## config.mk

```make
export PLATFORM = sky130hd
export DESIGN_NAME = float_adder_arbiter_flat
export DESIGN_NICKNAME = d
export VERILOG_FILES = /design/src/rtl/float_adder_arbiter_if.sv /design/src/rtl/float_adder_arbiter.sv /design/src/flat_wrapper.sv
export SDC_FILE = /design/constraint.sdc
export NUM_CORES = 1
export LEC_CHECK = 0
export ABC_AREA = 0
export CORE_ASPECT_RATIO = 1.4
export CORE_MARGIN = 2
export CORE_UTILIZATION = 30
export CTS_CLUSTER_SIZE = 12
export DETAILED_ROUTE_END_ITERATION = 8
export SETUP_SLACK_MARGIN = 0.2
export SLEW_MARGIN = 25
export SYNTH_ARGS = -nofsm -noshare
export SYNTH_HDL_FRONTEND = slang
export SYNTH_SLANG_ARGS = --single-unit
```

## constraint.sdc

```tcl
create_clock -name clock -period 2.1 [get_ports clock]
set_input_delay 0.315 -clock clock [delete_from_list [all_inputs] [get_ports clock]]
set_output_delay 0.315 -clock clock [all_outputs]
set_load 0.02 [all_outputs]
```

## src/rtl/float_adder_arbiter_if.sv

```systemverilog
// Client and adder-side signal bundle for float_adder_arbiter.
// slave = arbiter side, master = requesters/consumer/adder side.
interface float_adder_arbiter_if #(
  parameter int NUM_REQ = 4,
  parameter int ID_W    = 2,
  parameter int DATA_W  = 8
);
  // Handshakes: a transfer happens on a rising clock edge where valid & ready are
  // both 1; payload must be stable while valid is 1 and ready is 0. Valid never
  // waits on ready. An accepted request is not remembered if valid drops early.
  logic [NUM_REQ-1:0]        req_valid;
  logic [NUM_REQ-1:0]        req_ready;
  logic [NUM_REQ*DATA_W-1:0] req_a;
  logic [NUM_REQ*DATA_W-1:0] req_b;
  logic                      rsp_valid;
  logic                      rsp_ready;
  logic [ID_W-1:0]           rsp_id;
  logic [DATA_W-1:0]         rsp_y;
  logic                      rsp_timeout;
  logic [DATA_W-1:0]         add_a;
  logic [DATA_W-1:0]         add_b;
  logic                      add_reset;
  logic [DATA_W-1:0]         add_y;
  logic                      add_valid;

  modport slave (
    input  req_valid, req_a, req_b, rsp_ready, add_y, add_valid,
    output req_ready, rsp_valid, rsp_id, rsp_y, rsp_timeout, add_a, add_b, add_reset
  );

  modport master (
    output req_valid, req_a, req_b, rsp_ready, add_y, add_valid,
    input  req_ready, rsp_valid, rsp_id, rsp_y, rsp_timeout, add_a, add_b, add_reset
  );
endinterface

```

## src/rtl/float_adder_arbiter.sv

```systemverilog
// Round-robin arbiter sharing one multi-cycle e4m3 adder between NUM_REQ clients.
// Optional WAIT watchdog returning a NaN result: define ADDER_TIMEOUT_EN.
module float_adder_arbiter #(
  parameter int NUM_REQ = 4,
  parameter int ID_W    = 2,
  parameter int DATA_W  = 8,
  parameter int TIMEOUT = 16
) (
  input  logic                 clock,
  input  logic                 reset,
  float_adder_arbiter_if.slave bus,
  output logic [1:0]           dbg_state
);
  typedef enum logic [1:0] {
    IDLE  = 2'd0,
    START = 2'd1,
    WAIT  = 2'd2,
    RESP  = 2'd3
  } state_t;

  localparam logic [DATA_W-1:0] NAN_Y = {1'b0, {(DATA_W-1){1'b1}}};

  state_t          state;
  logic [ID_W-1:0] last_grant;
  logic [ID_W-1:0] grant;
  logic [ID_W-1:0] cand;
  logic            grant_found;
  logic            wait_first;
  logic            timeout_hit;

  // Search starts just after the last winner so every requester gets a turn.
  always_comb begin
    grant       = last_grant;
    grant_found = 1'b0;
    cand        = last_grant;
    for (int k = 1; k <= NUM_REQ; k++) begin
      cand = ID_W'((int'(last_grant) + k) % NUM_REQ);
      if (!grant_found && bus.req_valid[cand]) begin
        grant       = cand;
        grant_found = 1'b1;
      end
    end
  end

  always_comb begin
    bus.req_ready = '0;
    if (reset && state == IDLE && grant_found) begin
      bus.req_ready[grant] = 1'b1;
    end
  end

`ifdef ADDER_TIMEOUT_EN
  localparam logic [7:0] TIMEOUT_CNT = 8'(TIMEOUT);
  logic [7:0] wait_cnt;

  always_ff @(posedge clock or negedge reset) begin
    if (!reset) begin
      wait_cnt <= '0;
    end else if (state == START) begin
      wait_cnt <= '0;
    end else if (state == WAIT) begin
      wait_cnt <= wait_cnt + 8'd1;
    end
  end

  // Fires in the WAIT cycle whose completion brings the count to TIMEOUT.
  assign timeout_hit = (state == WAIT) && (wait_cnt + 8'd1 == TIMEOUT_CNT);
`else
  // TIMEOUT only matters when the watchdog is built in.
  logic [31:0] unused_timeout;
  assign unused_timeout = TIMEOUT;
  assign timeout_hit    = 1'b0;
`endif

  always_ff @(posedge clock or negedge reset) begin
    if (!reset) begin
      state           <= IDLE;
      last_grant      <= ID_W'(NUM_REQ - 1);
      wait_first      <= 1'b0;
      bus.rsp_valid   <= 1'b0;
      bus.rsp_id      <= '0;
      bus.rsp_y       <= '0;
      bus.rsp_timeout <= 1'b0;
      bus.add_a       <= '0;
      bus.add_b       <= '0;
      bus.add_reset   <= 1'b1;
    end else begin
      case (state)
        IDLE: begin
          if (grant_found) begin
            bus.add_a  <= bus.req_a[grant*DATA_W +: DATA_W];
            bus.add_b  <= bus.req_b[grant*DATA_W +: DATA_W];
            bus.rsp_id <= grant;
            last_grant <= grant;
            state      <= START;
          end
        end
        START: begin
          bus.add_reset <= 1'b0;
          wait_first    <= 1'b1;
          state         <= WAIT;
        end
        WAIT: begin
          // The adder's first cycle after release is its EXP step; its flag is not yet meaningful.
          wait_first <= 1'b0;
          if (!wait_first && bus.add_valid) begin
            bus.rsp_y       <= bus.add_y;
            bus.rsp_timeout <= 1'b0;
            bus.rsp_valid   <= 1'b1;
            state           <= RESP;
          end else if (timeout_hit) begin
            bus.rsp_y       <= NAN_Y;
            bus.rsp_timeout <= 1'b1;
            bus.rsp_valid   <= 1'b1;
            state           <= RESP;
          end
        end
        RESP: begin
          if (bus.rsp_ready) begin
            bus.rsp_valid <= 1'b0;
            bus.add_reset <= 1'b1;
            state         <= IDLE;
          end
        end
        default: state <= IDLE;
      endcase
    end
  end

  assign dbg_state = state;
endmodule

```

## src/flat_wrapper.sv

```systemverilog
// flat-port wrapper written by rule: the top's interface ports become plain ports
module float_adder_arbiter_flat 
#(
  parameter int NUM_REQ = 4,
  parameter int ID_W    = 2,
  parameter int DATA_W  = 8,
  parameter int TIMEOUT = 16
)
  (clock, reset, dbg_state, bus_req_valid, bus_req_a, bus_req_b, bus_rsp_ready, bus_add_y, bus_add_valid, bus_req_ready, bus_rsp_valid, bus_rsp_id, bus_rsp_y, bus_rsp_timeout, bus_add_a, bus_add_b, bus_add_reset);
  float_adder_arbiter_if #(.NUM_REQ(NUM_REQ), .ID_W(ID_W), .DATA_W(DATA_W)) bus_i ();
  input  logic clock;
  input  logic reset;
  output logic [1:0] dbg_state;
  input wire logic [$bits(bus_i.req_valid)-1:0] bus_req_valid;
  input wire logic [$bits(bus_i.req_a)-1:0] bus_req_a;
  input wire logic [$bits(bus_i.req_b)-1:0] bus_req_b;
  input wire logic [$bits(bus_i.rsp_ready)-1:0] bus_rsp_ready;
  input wire logic [$bits(bus_i.add_y)-1:0] bus_add_y;
  input wire logic [$bits(bus_i.add_valid)-1:0] bus_add_valid;
  output wire logic [$bits(bus_i.req_ready)-1:0] bus_req_ready;
  output wire logic [$bits(bus_i.rsp_valid)-1:0] bus_rsp_valid;
  output wire logic [$bits(bus_i.rsp_id)-1:0] bus_rsp_id;
  output wire logic [$bits(bus_i.rsp_y)-1:0] bus_rsp_y;
  output wire logic [$bits(bus_i.rsp_timeout)-1:0] bus_rsp_timeout;
  output wire logic [$bits(bus_i.add_a)-1:0] bus_add_a;
  output wire logic [$bits(bus_i.add_b)-1:0] bus_add_b;
  output wire logic [$bits(bus_i.add_reset)-1:0] bus_add_reset;
  assign bus_i.req_valid = bus_req_valid;
  assign bus_i.req_a = bus_req_a;
  assign bus_i.req_b = bus_req_b;
  assign bus_i.rsp_ready = bus_rsp_ready;
  assign bus_i.add_y = bus_add_y;
  assign bus_i.add_valid = bus_add_valid;
  assign bus_req_ready = bus_i.req_ready;
  assign bus_rsp_valid = bus_i.rsp_valid;
  assign bus_rsp_id = bus_i.rsp_id;
  assign bus_rsp_y = bus_i.rsp_y;
  assign bus_rsp_timeout = bus_i.rsp_timeout;
  assign bus_add_a = bus_i.add_a;
  assign bus_add_b = bus_i.add_b;
  assign bus_add_reset = bus_i.add_reset;
  float_adder_arbiter #(.NUM_REQ(NUM_REQ), .ID_W(ID_W), .DATA_W(DATA_W), .TIMEOUT(TIMEOUT)) u_core (.clock(clock), .reset(reset), .bus(bus_i), .dbg_state(dbg_state));
endmodule
```

Word level (Yosys, flattened, before mapping)
Index checks and enable logic that the tools add are counted.
{"block": "classes", "reduce_logical": 20, "n_lt_le_gt_ge": 6, "addsub": 4, "muxes": 29, "n_shift": 2, "n_eq_ne": 6}
{"operator": "$shiftx 32x6->8", "n": 2}
{"operator": "$lt 2x3->1 const B", "n": 5}
{"operator": "$mux 2", "n": 7}
{"operator": "$mux 1", "n": 12}
{"operator": "$bmux 1 s2", "n": 4}
{"operator": "$pmux 2 s4", "n": 1}
{"operator": "$logic_and 1x1->1", "n": 7}
{"operator": "$pmux 1 s2", "n": 3}
{"operator": "$reduce_and 2->1", "n": 3}
{"operator": "$reduce_and 3->1", "n": 2}
{"operator": "$reduce_bool 2->1", "n": 3}
{"operator": "$add 2x1->2 const B", "n": 2}
{"operator": "$add 2x2->2 const B", "n": 2}
{"operator": "$eq 2x2->1 const B", "n": 2}
{"operator": "$logic_not 1->1", "n": 4}
{"operator": "$mux 4", "n": 1}
{"operator": "$ne 2x1->1 const B", "n": 2}
{"operator": "$demux 1 s2", "n": 1}
{"operator": "$eq 2x1->1 const B", "n": 1}
{"operator": "$ge 2x1->1 const B", "n": 1}
{"operator": "$logic_not 2->1", "n": 1}
{"operator": "$ne 2x2->1 const B", "n": 1}
{"block": "word_totals", "elab_cells": 76, "reg_bits": 33, "output_inout_bits": 35, "input_bits": 80}

Depth between registers and ports, before layout
Gate-level depths: netlist (run 1).
{"block": "depth", "word_depth": 18, "mapped_depth": 7, "mapped_depth_nobuf": 5}

Least setup slack after synthesis (run 1)
OpenSTA, ideal clock, no wires.
{"block": "synth_timing", "path_type": "register to output", "start": "register u_core.last_grant[1]", "end": "output bus_req_ready[0]", "n_path_buf": 2, "required_time_ns": 1.785, "slack_ns": -0.109, "t_arrival_ns": 1.894, "stages_incl_launch_ff": 6, "cell_sequence": "dfstp_2 clkbuf_1 a21o_1 clkbuf_1 nand3_1 nor3_1"}
{"block": "synth_between", "elab_chain_cells": 18, "elab_cells_between_ends": 33, "classes_between": "4 x add/sub; 2 x order compare; 19 x mux; 8 x reduce/logical"}
{"item": "start, declared", "line": "float_adder_arbiter.sv:24", "rtl": "logic [ID_W-1:0] last_grant;"}
{"item": "start signal, assigned", "line": "float_adder_arbiter.sv:78", "rtl": "last_grant <= ID_W'(NUM_REQ - 1);"}
{"item": "start signal, assigned", "line": "float_adder_arbiter.sv:94", "rtl": "last_grant <= grant;"}
{"item": "$add 2x1->2", "line": "float_adder_arbiter.sv:37", "rtl": "cand = ID_W'((int'(last_grant) + k) % NUM_REQ);"}
{"item": "$bmux 1 s2", "line": "float_adder_arbiter.sv:38", "rtl": "if (!grant_found && bus.req_valid[cand]) begin"}
{"item": "$mux 1 (implied by the code)", "line": "float_adder_arbiter.sv:38"}
{"item": "$mux 1", "line": "float_adder_arbiter.sv:38"}
{"item": "$logic_not 1->1", "line": "float_adder_arbiter.sv:38"}
{"item": "$logic_and 1x1->1", "line": "float_adder_arbiter.sv:38"}
{"item": "$mux 1", "line": "float_adder_arbiter.sv:38"}
{"item": "$logic_not 1->1", "line": "float_adder_arbiter.sv:38"}
{"item": "[2 not listed]"}
{"item": "$logic_not 1->1", "line": "float_adder_arbiter.sv:38"}
{"item": "$logic_and 1x1->1", "line": "float_adder_arbiter.sv:38"}
{"item": "$mux 2", "line": "float_adder_arbiter.sv:38"}
{"item": "$lt 2x3->1 (implied by the code) or $ge 2x1->1 (tied branches)", "line": "float_adder_arbiter.sv:48", "rtl": "bus.req_ready[grant] = 1'b1;"}
{"item": "$logic_and 1x1->1 (implied by the code)", "line": "float_adder_arbiter.sv:48"}
{"item": "$mux 1 (implied by the code)", "line": "float_adder_arbiter.sv:48"}
{"item": "$demux 1 s2"}
{"item": "$mux 4 (*)", "line": "float_adder_arbiter.sv:47", "rtl": "if (reset && state == IDLE && grant_found) begin"}
{"item": "end, declared", "line": "flat_wrapper.sv:20", "rtl": "output wire logic [$bits(bus_i.req_ready)-1:0] bus_req_ready;"}
Every way passes the cells marked *; elsewhere a longest branch is shown, timed or not. The select of a mux whose other input is x is not followed.

Final worst setup path (run 1)
{"block": "layout_timing", "start": "register u_core.last_grant[0]", "end": "output bus_req_ready[2]"}
Same word-level chain as after synthesis.

==> impl_metrics.py, run 1 <==
metrics = {
    "critical_path": {
        "critical_path_arrival_ns": 1.66,
        "ff2ff_setup_slack_ns": 0.18,
        "worstPathRequired_ns": 1.78,
        "cp-start-kind": "flip-flop",
        "end_kind": "primary output",
        "worstPathMaxFanout": 3,
        "worstSetupPathType": "reg2out",
    },
    "layout": {
        "area_growth_pct": 79.2,
        "nets": 430,
        "insertedDiodeCount": 0,
        "final_core_util": 0.552,
        "post_route_cells_drive_above_1_share": 0.228,
    },
    "sta": {
        "final.setup.tns_ns": 0,
        "hold_violations": 0,
        "final.period_utilization": 0.940,
        "slew_viol_final": 0,
        "finalSetupViolations": 0,
        "clock_skew_ns": 0.00736,
        "rsz0062_at_grt": "yes",
        "max_freq_mhz": 507,
        "fin_crit_ns": 1.97,
    },
    "floorplan": {
        "die_x_um": 75.1,
        "rows": 36,
        "core_area_sq_mm": 0.00689,
        "fp.dieH_um": 104,
        "ios": 115,
        "start_util": 0.308,
        "die_area_sq_mm": 0.00778,
    },
    "power_and_ir_drop": {
        "irDropWorstVdd_mv": 0.771,
        "power_density_mw_per_mm2": 1340,
        "p_leak_uw": 0.00161,
    },
    "yosys": {
        "synth_top_area_share": 0.353,
        "synth-edff-count": 0,
        "postSynthCellCount": 216,
        "synthFlopType": "dfrtp_1",
        "seq_area_frac_synth": 0.390,
        "synth_seq_cells": 33,
        "yosys.cell_count.top_type": "dfrtp_1",
        "yosys-top-cells-count": "dfrtp_1, nand2_1, mux2i_1",
        "synth_fp_nets": 301,
        "synth_area_sq_mm": 0.00212,
        "yosys_warnings": 0,
        "synth_top_area_cell": "dfrtp_1",
        "synth.distinct_cells": 34,
        "async_flop_share": 1.00,
        "synthTopCellsByArea": "dfrtp_1, mux2i_1, a211o_1",
        "syn_avg_cell_area_sq_um": 9.84,
    },
    "detailed_routing": {
        "dr.pass1.iters": 4,
        "drc": 0,
        "wl_per_cell_um": 16.4,
        "via_per_inst": 5.05,
        "drt_first_iter_violations": 93,
        "wirelength_um": 7230,
        "num_vias": 2229,
        "ant_nets": 0,
    },
    "clock_tree": {
        "clockRootBuffer": "clkbuf_8",
        "cts.clk_slew.worst_paths_ns": 0.07,
        "h-tree-depth": 2,
        "tritoncts": "built",
        "cts_max_path_buffers": 2,
        "ctsHoldBuffers": 0,
        "clock_sinks": 33,
        "clkLatencyLatePin_ns": 0.28,
        "numCtsBuffers": 5,
    },
    "grt": {
        "first_global_vias": 2367,
        "grt_max_degree": 34,
        "grt_util_all_layers": 0.192,
        "antenna_found_initial": 0,
        "gr-total-overflow": 0,
        "grt_pass1_wl_um": 11500,
    },
    "placed_design": {
        "gp_congestion": 0.787,
        "dp_hpwl_um": 5320,
        "io_buffers": 113,
    },
    "run": {
        "drv_cap": 0,
    },
    "run_status": {
        "status": "complete, no violations",
    },
    "hold_path": {
        "hold_class": "in2async",
    },
}
cells in the final DEF (no fill, tap or decap), types with 5 or more instances in the layout:
cell type,count
o31ai_1,16
a211o_1,16
nor3_4,5
buf_12,5
nand4_1,16
mux2_2,8
clkbuf_8,7
buf_4,21
mux2i_1,14
dfrtp_1,30
o311ai_1,15
nor2_1,5
nand2_1,19
buf_6,8
clkdlybuf4s50_1,104
o21ai_0,6
final cells by class:
type,instances,area (sq um)
Inverter,6,22.5
Fill cell,623,3080
Sequential cell,33,830
Tap cell,95,119
Clock inverter,1,5.00
Timing Repair Buffer,143,1430
Multi-Input combinational cell,156,1310
Clock buffer,7,96.3
sequential cells by signal (all words and copies together), names as in the netlist:
signal	cells
u_core.last_grant	2
u_core.bus.rsp_id	2
u_core.wait_first	1
u_core.bus.add_reset	1
u_core.bus.rsp_valid	1
u_core.bus.rsp_y	8
u_core.bus.add_a	8
u_core.bus.add_b	8
u_core.dbg_state	2
metal layers:
| metal | share of wire | global-route usage |
|---|---|---|
| met2 | 0.55 | 0.350 |
| met5 | 0 | 0 |
| met4 | 0.012 | 0.0536 |
| met3 | 0.072 | 0.0535 |
| met1 | 0.37 | 0.208 |
critical path, cell delays in order, from the launching register on:
cell	delay (ns)
dfstp_2	0.57
nand2b_4	0.15
buf_6	0.10
a21o_1	0.16
nand3_4	0.11
nor3_4	0.14
buf_6	0.14
report_power, final:
part	total [uW]	internal [uW]	switching (uW)
Sequential	1160	978	179
Clock	540	297	243
Combinational	3410	1700	1710
per-stage QoR:
step | power (uW) | hold WS (ns) | setup slack [ns] | instances | instance area [sq um]
global placement | 4310 | 0.443 | -0.513 | 429 | 3540
finish | 5100 | 0.110 | 0.127 | 441 | 3810
detailed placement | 4340 | 0.430 | -0.537 | 429 | 3540
floorplan | 2990 | 0.0194 | 0.210 | 216 | 2180
global route | 5460 | 0.163 | 0.0319 | 441 | 3810
CTS | 5070 | 0.131 | 0.125 | 440 | 3770
kinds of logic after synthesis:
family / share of synthesized area
flops: 0.390
buf+inv: 0.0648
mux: 0.122
fa+ha+maj: 0.0294
simple gates: 0.137
compound gates: 0.254
other cells: 0.00177
worst paths after layout:
check / end / start / depth (start not counted)
worst max-delay path: bus_req_ready[2] / u_core.last_grant[0]$_DFFE_PN1P_ / 6
worst min register to register: u_core.bus.add_reset$_DFFE_PN1P_ / u_core.bus.add_reset$_DFFE_PN1P_ / 2
worst min-delay path: u_core.bus.rsp_y[1]$_DFFE_PN0P_ / reset / 2
min in group clock: u_core.bus.add_reset$_DFFE_PN1P_ / u_core.bus.add_reset$_DFFE_PN1P_ / 2
max in group asynchronous: u_core.last_grant[0]$_DFFE_PN1P_ / reset / 2
worst max register to register: u_core.bus.add_a[7]$_DFFE_PN0P_ / u_core.last_grant[0]$_DFFE_PN1P_ / 7
what timing repair did:
item                                   CTS  global route
endpoints found under the hold margin    0             0
setup buffers                            3             1
gates resized for setup                 53             8
pin swaps                               10             2
setup endpoints to repair               21            20
(Power assumes the default switching activity.)
==> run 2: changes to the inputs <==
- CORE_UTILIZATION: 30 -> 39
- GPL_ROUTABILITY_DRIVEN: default -> 0
- PLACE_DENSITY: default -> 0.8
==> run 2 against run 1 <==
Net effect: sequential share of layout area increased by 0.24 points; register-to-register slack improved by 0.08 ns; worst setup slack improved by 0.0076 ns; wire length decreased by 5.6%; clock power decreased by 1%; combinational power decreased by 2%; core utilization increased by 17 points; maximum frequency increased by 0.39%; total power decreased by 1.5%; die area decreased by 22%; flip-flop and latch count unchanged; critical endpoint unchanged.
==> impl_metrics.py, run 2 (same netlist as run 1, synthesis figures left out) <==
metrics = {
    "sta": {
        "fin_crit_ns": 1.97,
        "clock_skew_ns": 0.00721,
        "slew_viol_final": 0,
        "whs_ns": 0.111,
        "final.setup.tns_ns": 0,
        "max_freq_mhz": 509,
        "hold_violations": 0,
        "final.period_utilization": 0.936,
        "rsz0062_at_grt": "yes",
        "finalSetupViolations": 0,
    },
    "run": {
        "drv_cap": 0,
    },
    "layout": {
        "largest_registers": "u_core.bus.add_a (8), u_core.bus.add_b (8), u_core.bus.rsp_y (8)",
        "final_core_util": 0.725,
        "nets": 431,
        "final_cell_mix": "clkdlybuf4s50_1, dfrtp_1, buf_4",
        "final_common_cell": "clkdlybuf4s50_1",
        "area_growth_pct": 77.3,
        "insertedDiodeCount": 0,
        "post_route_cells_drive_above_1_share": 0.242,
        "fin_cells": 413,
        "final_area_sq_mm": 0.00377,
    },
    "clock_tree": {
        "numCtsBuffers": 5,
        "clockRootBuffer": "clkbuf_8",
        "cts_max_path_buffers": 2,
        "clkLatencyLatePin_ns": 0.28,
        "cts.clk_slew.worst_paths_ns": 0.07,
        "clock_sinks": 33,
        "h-tree-depth": 2,
        "tritoncts": "built",
    },
    "placed_design": {
        "place_area_sq_mm": 0.00349,
        "io_buffers": 113,
        "dp_hpwl_um": 5080,
        "dp_cells": 398,
    },
    "detailed_routing": {
        "wirelength_um": 6820,
        "wl_per_cell_um": 16.5,
        "drc": 0,
        "ant_nets": 0,
        "via_per_inst": 5.44,
        "dr.pass1.iters": 4,
        "drt_first_iter_violations": 118,
        "num_vias": 2248,
    },
    "power_and_ir_drop": {
        "irDropWorstVdd_mv": 1.00,
        "p_switching_uw": 2090,
        "p_clk_frac": 0.106,
        "power_density_mw_per_mm2": 1330,
        "power_frac_comb": 0.664,
        "p_seq_frac": 0.230,
        "switching_share": 0.415,
        "p_leak_uw": 0.00161,
        "p_int_uw": 2940,
    },
    "critical_path": {
        "end_kind": "primary output",
        "cp-start-kind": "flip-flop",
        "worstSetupPathType": "reg2out",
        "rr_startpoint": "u_core.last_grant[0]$_DFFE_PN1P_",
        "critical_path_arrival_ns": 1.65,
        "worstPathRequired_ns": 1.78,
        "worstPathMaxFanout": 3,
        "crit_start": "u_core.last_grant[0]$_DFFE_PN1P_",
    },
    "floorplan": {
        "core_area_sq_mm": 0.00520,
        "ios": 115,
        "fp.dieH_um": 91.3,
        "die_x_um": 66.4,
        "die_area_sq_mm": 0.00606,
        "start_util": 0.409,
        "rows": 31,
    },
    "grt": {
        "grt_pass1_wl_um": 10500,
        "grt_util_all_layers": 0.224,
        "met1_usage": 0.254,
        "gr-total-overflow": 0,
        "antenna_found_initial": 0,
        "grt_max_degree": 34,
        "busiest_layer": "met2",
        "first_global_vias": 2220,
        "met3_usage": 0.0595,
        "use_met2": 0.391,
    },
    "hold_path": {
        "hold_class": "in2async",
    },
    "run_status": {
        "status": "complete, no violations",
    },
}
[run 2: cell types whose count changed in the layout (fill, tap and decap cells not counted), sizes merged]
cell,previous run,this run
buf,35,36
[run 2: worst max-delay path: stages, from the launching register on]
cell and delay (ns):
dfstp_2 0.58, nand2b_4 0.16, a21o_1 0.19, nand3_4 0.11, nor3_4 0.18, buf_6 0.14
[run 2: final timing paths]
check | endpoint | slack, ns | cells after the start
setup / recovery | bus_req_ready[2] | 0.13 | 5
hold / removal | u_core.bus.add_a[7]$_DFFE_PN0P_ | 0.11 | 2
setup reg to reg | u_core.bus.add_a[7]$_DFFE_PN0P_ | 0.26 | 7
hold reg to reg | u_core.bus.add_reset$_DFFE_PN1P_ | 0.48 | 2
max in group asynchronous | u_core.bus.add_reset$_DFFE_PN1P_ | 1.64 | 2
min in group clock | u_core.bus.add_reset$_DFFE_PN1P_ | 0.48 | 2
[run 2: power by group through the flow]
| stage | combinational [uW] | sequential (uW) | clock (uW) |
|---|---|---|---|
| final | 3340 | 1160 | 534 |
| after floorplan | 1500 | 1490 | 0 |
| after global placement | 3070 | 1140 | 0 |
| after CTS | 3280 | 1150 | 557 |
| after global routing | 3580 | 1190 | 583 |
| after detailed placement | 3130 | 1160 | 0 |
[run 2: per-stage QoR]
| step | power (uW) | setup WS [ns] |
|---|---|---|
| final | 5030 | 0.134 |
| after global routing | 5360 | 0.0580 |
| after CTS | 5000 | 0.134 |
| after detailed placement | 4290 | -0.523 |
| after global placement | 4210 | -0.495 |
| after floorplan | 2990 | 0.210 |
[run 2: routing by layer]
| layer | part of all wire | wire length, um | up-vias |
|---|---|---|---|
| met3 | 0.071 | 486 | 13 |
| met1 | 0.38 | 2590 | 1048 |
| met2 | 0.53 | 3600 | 90 |
| li1 | - | - | 1097 |
| met5 | 0 | 0 | - |
| met4 | 0.022 | 148 | 0 |
[run 2: area by class of cell]
class                      instances  area, sq um
clock buffer                       7         96.3
clock inverter                     1         5.00
fill                             425         1430
inverter                           6         22.5
multi-input combinational        156         1310
sequential                        33          830
tap                               66         82.6
timing repair buffer             144         1420
[run 2: repair_timing]
item | in CTS | in global routing
hold buffers | 0 | 0
pin swaps | 13 | 3
endpoints found under the setup margin | 20 | 20
buffers inserted | 6 | 1
resized for setup | 48 | 11
gates cloned | 0 | 0
==> run 3: changes to the inputs <==
- CORE_UTILIZATION: 39 -> 35
- GPL_TIMING_DRIVEN: default -> 0
- PLACE_DENSITY: 0.8 -> 0.73
==> run 3 against run 2 <==
Net effect: the run now ends with setup timing left; worst setup slack got worse by 0.16 ns; highest routed layer unchanged; critical endpoint is now bus_req_ready[3]; critical path type unchanged; first-iteration DRC count is 11% higher; wire length grew 5.5%.
==> impl_metrics.py, run 3 (same netlist as run 1, synthesis figures left out) <==
metrics = {
    "layout": {
        "final_common_cell": "clkdlybuf4s50_1",
        "nets": 441,
        "final_core_util": 0.682,
        "insertedDiodeCount": 0,
        "area_growth_pct": 88.1,
        "final_area_sq_mm": 0.00400,
        "post_route_cells_drive_above_1_share": 0.286,
        "final_cell_mix": "clkdlybuf4s50_1, dfrtp_1, nand2_1",
        "largest_registers": "u_core.bus.add_a (8), u_core.bus.add_b (8), u_core.bus.rsp_y (8)",
        "fin_cells": 427,
    },
    "grt": {
        "grt_max_degree": 20,
        "gr-total-overflow": 0,
        "first_global_vias": 2316,
        "grt_util_all_layers": 0.209,
        "antenna_found_initial": 0,
        "grt_pass1_wl_um": 11100,
    },
    "critical_path": {
        "timing.rr.end": "u_core.bus.add_b[1]$_DFFE_PN0P_",
        "rr_startpoint": "u_core.last_grant[0]$_DFFE_PN1P_",
        "critical_path_arrival_ns": 1.81,
        "worstPathRequired_ns": 1.78,
        "end_kind": "primary output",
        "path_cells": "nand2b_4, o21ai_4, o21a_1, buf_6, buf_8, nor3_4, buf_6",
        "cp_top_family": "flip-flops",
        "slowest_stage": "dfstp_2",
        "path_buf_inv": 3,
        "cp_common_cell": "buf_6",
        "worstSetupPathType": "reg2out",
        "worstPathMaxFanout": 3,
        "ff2ff_setup_slack_ns": 0.04,
        "cpPeakStageDelay_ns": 0.56,
        "r2r_cells": 10,
        "cp-start-kind": "flip-flop",
    },
    "power_and_ir_drop": {
        "p_seq_frac": 0.210,
        "p_leak_uw": 0.00167,
        "power_density_mw_per_mm2": 1360,
        "irDropWorstVdd_mv": 0.814,
        "switching_share": 0.412,
        "p_switching_uw": 2240,
        "power_frac_comb": 0.672,
        "p_int_uw": 3190,
        "p_clk_frac": 0.117,
    },
    "sta": {
        "slew_viol_final": 0,
        "setup_slack_ns": -0.0275,
        "clock_skew_ns": 0.00461,
        "max_freq_mhz": 470,
        "max_slew_margin": 0.563,
        "fin_crit_ns": 2.13,
        "finalSetupViolations": 2,
        "final.period_utilization": 1.01,
        "rsz0062_at_grt": "yes",
        "final.setup.tns_ns": -0.0392,
        "hold_violations": 0,
        "tightest_slew_ns": 0.653,
    },
    "run_status": {
        "status": "finished, violations left",
        "failed_checks": "setup timing",
    },
    "floorplan": {
        "die_x_um": 69.8,
        "start_util": 0.362,
        "fp.dieH_um": 96.2,
        "core_area_sq_mm": 0.00586,
        "die_area_sq_mm": 0.00672,
        "ios": 115,
        "rows": 33,
    },
    "detailed_routing": {
        "via_per_inst": 5.45,
        "num_vias": 2329,
        "drc": 0,
        "dr.pass1.iters": 4,
        "wl_per_cell_um": 16.9,
        "wirelength_um": 7200,
        "ant_nets": 0,
        "drt_first_iter_violations": 131,
    },
    "run": {
        "drv_cap": 0,
    },
    "placed_design": {
        "dp_hpwl_um": 5060,
        "place_area_sq_mm": 0.00342,
        "io_buffers": 113,
        "dp_cells": 400,
        "pre_cts_ws_ns": -0.935,
    },
    "clock_tree": {
        "tritoncts": "built",
        "clockRootBuffer": "clkbuf_8",
        "numCtsBuffers": 5,
        "h-tree-depth": 2,
        "cts.clk_slew.worst_paths_ns": 0.07,
        "clock_sinks": 33,
        "cts_max_path_buffers": 2,
        "clkLatencyLatePin_ns": 0.29,
    },
    "hold_path": {
        "hold_class": "in2async",
    },
}
## run 3: changes by cell type in the layout (fill, tap and decap cells not counted), sizes merged
cell,delta
bufinv,+1
clkbuf,+8
clkinv,-1
clkinvlp,+1
dlygate4sd3,+1
## run 3: final cells by class
class,instances,area (sq um)
clock inverters,2,37.5
multi-input cells,156,1420
repair buffers,133,1310
inverters,6,22.5
fillers,464,1870
clock buffers,6,82.6
well taps,70,87.6
plain buffers,21,205
flip-flops and latches,33,830
## run 3: per-layer routing
metal | wire, um | track usage | vias to the layer above
met4 | 154 | 0.0689 | 0
li1 | - | - | 1118
met2 | 3780 | 0.379 | 90
met1 | 2860 | 0.244 | 1108
met3 | 415 | 0.0492 | 13
met5 | 0 | 0 | -
## run 3: repair_timing
item,CTS,global route
gates resized for setup,78,24
endpoints found under the setup margin,20,20
hold buffers,1,0
setup buffers,13,5
pin swaps,8,7
endpoints found under the hold margin,14,0
## run 3: how the worst max path moves through the flow
stage	startpoint	to	slack [ns]	cells past startpoint
after detailed placement	bus_req_valid[1]	bus_req_ready[1]	-0.94	7
after global routing	u_core.last_grant[0]$_DFFE_PN1P_	bus_req_ready[3]	-0.11	7
final	u_core.last_grant[0]$_DFFE_PN1P_	bus_req_ready[3]	-0.03	7
after floorplan	u_core.last_grant[0]$_DFFE_PN1P_	bus_req_ready[0]	0.21	5
after CTS	u_core.last_grant[0]$_DFFE_PN1P_	bus_req_ready[3]	-0.005	8
after global placement	reset	bus_req_ready[0]	-1.64	4
## run 3: stage by stage
step	total power (uW)	hold slack [ns]
2_1_floorplan	2990	0.0194
3_3_place_gp	4070	0.463
3_5_place_dp	4110	0.275
4_1_cts	5210	0.0313
5_1_grt	5760	0.0293
6_report	5420	0.0261
## run 3: power by group through the flow
stage               Clock [uW]  Combinational (uW)  Sequential, uW
floorplan                    0                1500            1490
global placement             0                2930            1130
detailed placement           0                2970            1150
CTS                        649                3420            1140
global route               673                3910            1180
finish                     635                3650            1140
